## src/rtl/fc_act_feeder.sv

```systemverilog
// fc_act_feeder: ping-pong activation buffer feeding the FC MAC.
// The writer fills one bank element by element and commits it. The committed
// bank is streamed as three descending lane segments, one beat per cycle,
// with first/last framing. The other bank can be filled meanwhile.
module fc_act_feeder #(
   parameter int N_ELEM = 108,
   parameter int LANES  = 3,
   parameter int BEATS  = 36,
   parameter int DW     = 2
) (
   input  logic          clk,
   input  logic          rst,
   input  logic          wr_en,
   input  logic [6:0]    wr_addr,
   input  logic [DW-1:0] wr_data,
   input  logic          wr_commit,
   output logic          wr_ready,
   output logic          drop_err,
   output logic [DW-1:0] mac_in_1,
   output logic [DW-1:0] mac_in_2,
   output logic [DW-1:0] mac_in_3,
   output logic          mac_vld,
   output logic          mac_first,
   output logic          mac_last
);

   // Width of one lane segment inside a vector
   localparam int SEG = N_ELEM / LANES;

   typedef enum logic {S_IDLE, S_STREAM} state_t;

   logic [DW-1:0] mem [2][N_ELEM];
   logic          wr_bank;
   logic          rd_bank;
   logic [1:0]    bank_full;
   logic [1:0]    bank_full_nxt;
   logic [5:0]    beat;
   logic [5:0]    beat_nxt;
   logic [5:0]    beat_sel;
   state_t        state;
   state_t        state_nxt;
   logic          load;
   logic          release_bank;
   logic          wr_ok;
   logic          commit_ok;
   logic [6:0]    idx1;
   logic [6:0]    idx2;
   logic [6:0]    idx3;

   assign wr_ready  = !bank_full[wr_bank];
   assign wr_ok     = wr_en && wr_ready && (wr_addr < 7'(N_ELEM));
   assign commit_ok = wr_commit && wr_ready;

   // Element indices for the beat being loaded; each lane walks its segment downward
   assign idx1 = 7'(BEATS - 1)           - {1'b0, beat_sel};
   assign idx2 = 7'(SEG + BEATS - 1)     - {1'b0, beat_sel};
   assign idx3 = 7'(2 * SEG + BEATS - 1) - {1'b0, beat_sel};

   // Stream FSM next-state: start on a full read bank, release it after the last beat
   always_comb begin
      state_nxt    = state;
      beat_nxt     = beat;
      beat_sel     = beat;
      load         = 1'b0;
      release_bank = 1'b0;
      case (state)
         S_IDLE: begin
            if (bank_full[rd_bank]) begin
               load      = 1'b1;
               beat_sel  = '0;
               beat_nxt  = 6'd1;
               state_nxt = S_STREAM;
            end
         end
         S_STREAM: begin
            load = 1'b1;
            if (beat == 6'(BEATS - 1)) begin
               release_bank = 1'b1;
               state_nxt    = S_IDLE;
            end else begin
               beat_nxt = beat + 6'd1;
            end
         end
         default: state_nxt = S_IDLE;
      endcase
   end

   // Full flags: a commit and a release always target different banks
   always_comb begin
      bank_full_nxt = bank_full;
      if (commit_ok) bank_full_nxt[wr_bank] = 1'b1;
      if (release_bank) bank_full_nxt[rd_bank] = 1'b0;
   end

   // Activation storage; a commit-cycle write lands in the bank being committed
   always_ff @(posedge clk or posedge rst) begin
      if (rst) begin
         for (int b = 0; b < 2; b++)
            for (int i = 0; i < N_ELEM; i++)
               mem[b][i] <= '0;
      end else if (wr_ok) begin
         mem[wr_bank][wr_addr] <= wr_data;
      end
   end

   // Control state, pointers, sticky error and registered lane outputs
   always_ff @(posedge clk or posedge rst) begin
      if (rst) begin
         state     <= S_IDLE;
         beat      <= '0;
         wr_bank   <= 1'b0;
         rd_bank   <= 1'b0;
         bank_full <= '0;
         drop_err  <= 1'b0;
         mac_vld   <= 1'b0;
         mac_first <= 1'b0;
         mac_last  <= 1'b0;
         mac_in_1  <= '0;
         mac_in_2  <= '0;
         mac_in_3  <= '0;
      end else begin
         state     <= state_nxt;
         beat      <= beat_nxt;
         bank_full <= bank_full_nxt;
         if (commit_ok) wr_bank <= ~wr_bank;
         if (release_bank) rd_bank <= ~rd_bank;
         if ((wr_en || wr_commit) && !wr_ready) drop_err <= 1'b1;
         mac_vld   <= load;
         mac_first <= load && (state == S_IDLE);
         mac_last  <= release_bank;
         if (load) begin
            mac_in_1 <= mem[rd_bank][idx1];
            mac_in_2 <= mem[rd_bank][idx2];
            mac_in_3 <= mem[rd_bank][idx3];
         end
      end
   end

endmodule

```

## config.mk

```make
export PLATFORM = sky130hd
export DESIGN_NAME = fc_act_feeder
export DESIGN_NICKNAME = d
export VERILOG_FILES = /design/src/rtl/fc_act_feeder.sv
export SDC_FILE = /design/constraint.sdc
export NUM_CORES = 1
export LEC_CHECK = 0
export CAP_MARGIN = 20
export CORE_UTILIZATION = 42
export CTS_BUF_LIST = sky130_fd_sc_hd__clkbuf_16
export CTS_CLUSTER_SIZE = 28
export DETAILED_ROUTE_END_ITERATION = 8
export DONT_BUFFER_PORTS = 1
export GPL_ROUTABILITY_DRIVEN = 0
export GPL_TIMING_DRIVEN = 0
export PLACE_DENSITY_LB_ADDON = 0.25
export SYNTH_ARGS = -nofsm -noshare
export SYNTH_HDL_FRONTEND = slang
export SYNTH_SLANG_ARGS = --single-unit
```

## constraint.sdc

```tcl
create_clock -name clk -period 30.1 [get_ports clk]
set_clock_uncertainty 0.2 [all_clocks]
set_input_delay 6.02 -clock clk [delete_from_list [all_inputs] [get_ports clk]]
set_output_delay 6.02 -clock clk [all_outputs]
set_load 0.02 [all_outputs]
```

==> metrics.csv, run 1 <==
metric,value,unit
Resized cells post-CTS,0,
most used flip-flop cell after synthesis,dfrtp_1,
critical-path cell list,a21oi_1 -> o21ai_0 -> nor4_1 -> nand3_1 -> clkbuf_2 -> nor2_1 -> mux2_2,
distinct cell type count after synthesis,71,
ANT nets after route,0,
crit end category,flop,
crit path launch type,input port,
failing checks,design-rule violations,
"EDFF count, synth",0,
FILL cells,5080,
Core Box Area,55100,sq um
Arrival @ worst endpoint,8720,ps
clk root buf,clkbuf_16,
cells on worst reg2reg path,13,
final worst-path cycle share,0.280,
die width,238,um
hold violation count in the final report,0,
syn nets,2069,
Leak,11.9,nW
setup TNS,0,ps
dominant cells by area after synthesis,"dfrtp_1 (48%), mux2_2 (22%), nor2_1 (4.6%)",
Avg WL per Cell,31.0,um
"Cell Area, Synth",23400,sq um
area of the multi-input gates,11300,sq um
synthesized area per cell,11.4,sq um
antenna cells,0,
Peak VDD IR,41.3,uV
crit-path leading delay family,simple AND/OR/NAND/NOR gates,
CTS max path bufs,3,
pin count of the biggest net entering global routing,122,
Crit path buffers/inverters,1,
dpl hpwl,64300,um
H-tree depth,2,
total gr overflow,0,
Async SR Flop Fraction,1.00,
Finish-stage setup viols,0,
Port Buffers,0,
Critical Path Fanout Max,10,
Slew @ Worst Pin,1240,ps
CP required,30390,ps
post-CTS setup buffers,0,
final WL,90400,um
Syn Inst Count,2051,
fmax,119,MHz
hold_buf cts,0,
"area leader, netlist",dfrtp_1,
critical path depth,7,
CTS tree,yes,
outcome,finished with violations,
Crit path largest cell delay,630,ps
number of global-route vias before repair,18400,
"Slew Viols, Final",0,
slowest CP cell,clkbuf_2,
first-pass GRT wire length,130000,um
crit path time final,8440,ps
Num CTS Buffers,52,
Die Y,238,um
Yosys reg bits,453,
setup repair after global routing missed its margin,no,
hold crit path type,flop to flop,
DRC,4,
# nets final,2142,
"Reg clk slew, reported paths",60,ps
gr usage total,0.319,
Power Density,80.2,nW/um^2
initial antenna violation count,1,
Vias/cell,6.42,
DR pass1 iterations,9,
initial DRC count,2598,
die area,56800,sq um
Initial Util,0.425,
sequential area share after synthesis,0.484,
share of layout cells above drive strength 1,0.291,
clock latency on the worst-skew pair,610,ps
YS warnings,0,
Placement Rows,86,
MaxCap Viol Count,0,
kind of critical path,input port to flop,
IO Pins,24,
Reg area,11300,sq um
Yosys top cell area share,0.484,
routed vias,18700,
"Area growth, synth to finish",12.3,%
Rel. slew slack,0.175,
clock sink count,453,
hold depth,1,
Total Power,2.11,mW
routing by layer:
metal,track usage,part of all wire
met1,0.419,0.39
met2,0.470,0.42
met3,0.0988,0.12
met4,0.174,0.063
met5,0,0.00011
layout by cell type, fill, tap and decap left out, types with 11 or more instances in the layout:
| cell type | n |
|---|---|
| mux4_2 | 30 |
| o221ai_1 | 22 |
| nor2_1 | 289 |
| dfrtp_1 | 453 |
| a211oi_1 | 18 |
| nand3_1 | 37 |
| a21oi_1 | 56 |
| o21ai_0 | 47 |
| o211ai_1 | 27 |
| nor2b_1 | 20 |
| nor3_1 | 26 |
| clkinv_1 | 20 |
| buf_2 | 32 |
| inv_1 | 27 |
| nand2_1 | 108 |
| mux2_2 | 449 |
| nand2b_1 | 11 |
| o32ai_1 | 12 |
| clkbuf_16 | 53 |
| clkbuf_1 | 112 |
| buf_8 | 13 |
| mux2i_1 | 75 |
| o22ai_1 | 23 |
registers in the layout, indices dropped and copies added, names as in the netlist:
| register | cells |
|---|---|
| mac_first | 1 |
| mac_vld | 1 |
| beat | 6 |
| mac_last | 1 |
| state | 1 |
| mac_in_1 | 2 |
| wr_bank | 1 |
| mac_in_2 | 2 |
| drop_err | 1 |
| rd_bank | 1 |
| bank_full | 2 |
| mem | 432 |
| mac_in_3 | 2 |
cell usage after synthesis, drive strengths merged, types with 6 or more instances:
library cell,number
dfrtp,453
mux2,450
nor2,289
clkbuf,114
nand2,108
mux2i,76
a21oi,58
o21ai,55
buf,49
mux4,37
nand3,37
o211ai,27
nor3,26
o22ai,24
o221ai,22
nor2b,20
a211oi,18
inv,18
o32ai,12
nand2b,11
a211o,8
a221oi,8
a31oi,8
o32a,8
nor4,7
o311ai,7
or3,7
and3,6
o2111ai,6
o221a,6
xnor2,6
where the power goes:
group          total [mW]  internal (mW)  switching (mW)
Sequential          0.643          0.624          0.0187
Combinational       0.862          0.250           0.612
Clock               0.608          0.343           0.264
Total                2.11           1.22           0.895
worst paths after layout:
| kind | endpoint | startpoint | slack [ps] |
|---|---|---|---|
| min in group asynchronous | mem[341]$_DFFE_PP0P_ | rst | 5170 |
| max reg2reg | mac_in_3[0]$_DFFE_PP0N_ | bank_full[0]$_DFF_PP0_ | 25040 |
| min reg2reg | mem[419]$_DFFE_PP0P_ | mem[419]$_DFFE_PP0P_ | 300 |
| max | mem[323]$_DFFE_PP0P_ | wr_addr[2] | 21660 |
| min | mem[419]$_DFFE_PP0P_ | mem[419]$_DFFE_PP0P_ | 300 |
| max in group asynchronous | mem[31]$_DFFE_PP0P_ | rst | 22850 |
final cells by class:
type,instances,share of cell area
sequential,453,0.430
multi-input combinational,1413,0.429
clock buffer,53,0.0504
tap,748,0.0355
buffer,163,0.0279
timing repair buffer,19,0.0131
clock inverter,42,0.0104
inverter,22,0.00342
per-stage QoR:
step,instances,util,cell area [sq um],hold WS [ps],setup slack (ps)
final,2913,0.478,26300,298,21660
after global routing,2913,0.478,26300,315,21610
after CTS,2912,0.478,26300,301,21810
after detailed placement,2817,0.449,24700,288,21180
after global placement,2799,0.442,24400,282,6440
after floorplan,2051,-,23400,272,11250
logic make-up (layout without fill, tap and decap cells):
family,Yosys count,count (layout),share of synthesized area
mux,563,563,0.286
simple gates,520,520,0.0933
flops,453,453,0.484
compound gates,317,317,0.0970
buf+inv,185,299,0.0349
xor+xnor,8,8,0.00299
fa+ha+maj,5,5,0.00267
Note: power is estimated with default switching activity, not from simulation.
==> run 2, diff against run 1 <==
==> constraint.sdc (replaced) <==
create_clock -name clk -period 7.5 [get_ports clk]
set_clock_uncertainty 0.2 [all_clocks]
set_input_delay 1.5 -clock clk [delete_from_list [all_inputs] [get_ports clk]]
set_output_delay 1.5 -clock clk [all_outputs]
set_load 0.02 [all_outputs]
==> run 2 against run 1 <==
Against the previous run: the flow still finishes with violations (design-rule violations); via count is 0.50% higher; critical path type is now flop to flop; utilization fell by 0.061 points; non-clock buffer count increased by 11; highest routed layer is now met4; sequential power grew to 4.0 times the previous value; clock power rose to 3.6 times the previous value; cell area fell by 0.13%.
==> metrics.csv, run 2 (synthesis results as in run 1) <==
metric,value,unit,change
CTS max path bufs,3,,unchanged
crit path launch type,flop,,was input port
Arrival @ worst endpoint,5520,ps,was 8720 ps
ANT nets after route,0,,unchanged
MaxCap Viol Count,0,,unchanged
hold crit path type,flop to flop,,unchanged
Avg WL per Cell,31.0,um,about the same
CTS tree,yes,,unchanged
routed vias,18800,,was 18.7k
Critical Path Fanout Max,10,,unchanged
clock latency on the worst-skew pair,600,ps,was 610 ps
Port Buffers,0,,unchanged
Slew @ Worst Pin,1270,ps,was 1240 ps
Core Box Area,55100,sq um,unchanged
"Area growth, synth to finish",12.2,%,was 12.3%
Leak,11.9,nW,about the same
antenna cells,0,,unchanged
gr usage total,0.320,,was 0.319
"Most flops, register",mem,,unchanged
Initial Util,0.425,,unchanged
final non-filler cell total,2913,,unchanged
Power Density,314,nW/um^2,was 80.2 nW/um^2
DR pass1 iterations,8,,was 9
pin count of the biggest net entering global routing,44,,was 122
Reg area,11300,sq um,unchanged
max reg flops,432,,unchanged
die area,56800,sq um,unchanged
initial DRC count,2468,,"was 2,598"
Placement Rows,86,,unchanged
Num CTS Buffers,48,,was 52
number of global-route vias before repair,18600,,was 18.4k
crit path time final,5190,ps,
leading registers by flop count,"mem: 432 flops, beat: 6 flops",,unchanged
"Reg clk slew, reported paths",60,ps,about the same
crit end category,flop,,unchanged
Placed Cells,2827,,"was 2,817"
H-tree depth,2,,unchanged
IO Pins,24,,unchanged
area of the multi-input gates,11300,sq um,unchanged
hold_buf cts,0,,unchanged
hold path startpoint,mem[90]$_DFFE_PP0P_,,was mem[419]$_DFFE_PP0P_
"Slew Viols, Final",0,,unchanged
fmax,193,MHz,
failing checks,design-rule violations,,unchanged
initial antenna violation count,0,,was 1
"commonest cells after routing, fill and taps aside","dfrtp_1 (453), mux2_2 (449), nor2_1 (289)",,unchanged
Finish-stage setup viols,0,,unchanged
Die Y,238,um,unchanged
post-CTS setup buffers,0,,unchanged
CP required,7830,ps,"was 30,390 ps"
final WL,90200,um,"was 90,400 um"
clk root buf,clkbuf_16,,unchanged
setup repair after global routing missed its margin,no,,unchanged
worst r2r src,bank_full[0]$_DFF_PP0_,,unchanged
Vias/cell,6.45,,was 6.42
DRC,1,,was 4
Rel. slew slack,0.154,,was 0.175
FILL cells,5020,,"was 5,080"
Resized cells post-CTS,0,,unchanged
setup TNS,0,ps,unchanged
kind of critical path,flop to flop,,was input port to flop
final worst-path cycle share,0.693,,
share of layout cells above drive strength 1,0.291,,about the same
"commonest non-fill, non-tap cell in the layout",dfrtp_1,,unchanged
total gr overflow,0,,unchanged
die width,238,um,unchanged
dpl hpwl,65100,um,"was 64,300 um"
outcome,finished with violations,,unchanged
# nets final,2149,,"was 2,142"
clock sink count,453,,unchanged
hold violation count in the final report,0,,unchanged
Critical Path Source,bank_full[0]$_DFF_PP0_,,was wr_addr[2]
first-pass GRT wire length,130000,um,about the same
Peak VDD IR,189,uV,was 41.3 uV
## run 2: final timing paths
kind | endpoint | slack (ps) | cells past startpoint
max in group asynchronous | mem[246]$_DFFE_PP0P_ | 5050 | 6
worst max-delay path | mac_in_1[1]$_DFFE_PP0N_ | 2310 | 12
worst min-delay path | mem[90]$_DFFE_PP0P_ | 300 | 1
worst max register to register | mac_in_1[1]$_DFFE_PP0N_ | 2310 | 12
worst min register to register | mem[90]$_DFFE_PP0P_ | 300 | 1
min in group asynchronous | mem[341]$_DFFE_PP0P_ | 480 | 1
## run 2: metal layers
| layer | vias up | share of wire | track usage | wire length [um] |
|---|---|---|---|---|
| li1 | 7618 | - | - | - |
| met1 | 9650 | 0.40 | 0.432 | 35900 |
| met2 | 1195 | 0.42 | 0.467 | 38200 |
| met3 | 323 | 0.11 | 0.0863 | 10300 |
| met4 | 0 | 0.064 | 0.173 | 5820 |
| met5 | - | 0 | 0 | 0 |
## run 2: worst max-delay path, cell delays in order (launching register included)
cell,delay (ps)
dfrtp_1,390
buf_4,290
mux2i_2,290
o21ai_1,640
clkbuf_1,720
clkbuf_1,480
ha_1,340
xor2_1,810
o211ai_1,200
o21ai_0,250
nor2_1,70
o221ai_1,210
o221a_2,220
## run 2: through the flow
stage                     power, mW  area (sq um)  setup WS (ps)   util  hold slack, ps
final                          8.26         26300           2310  0.477             303
after global routing           8.43         26300           2210  0.477             314
after CTS                      8.08         26300           2670  0.477             301
after detailed placement       5.88         24900           2700  0.452             291
after global placement         5.82         24400          -2730  0.443             282
after floorplan                4.58         23400           -327      -             272
## run 2: power by group
group	switching, mW	internal, mW	total (mW)
sequential	0.0743	2.50	2.58
clock	1.00	1.20	2.20
combinational	2.46	1.02	3.47
total	3.53	4.72	8.26
## run 2: cell type report
type / count / share of cell area
repair buffers: 30 / 0.0198
inverters: 22 / 0.00328
multi-input cells: 1413 / 0.429
plain buffers: 163 / 0.0280
well taps: 748 / 0.0356
flip-flops and latches: 453 / 0.431
clock inverters: 35 / 0.00633
clock buffers: 49 / 0.0466
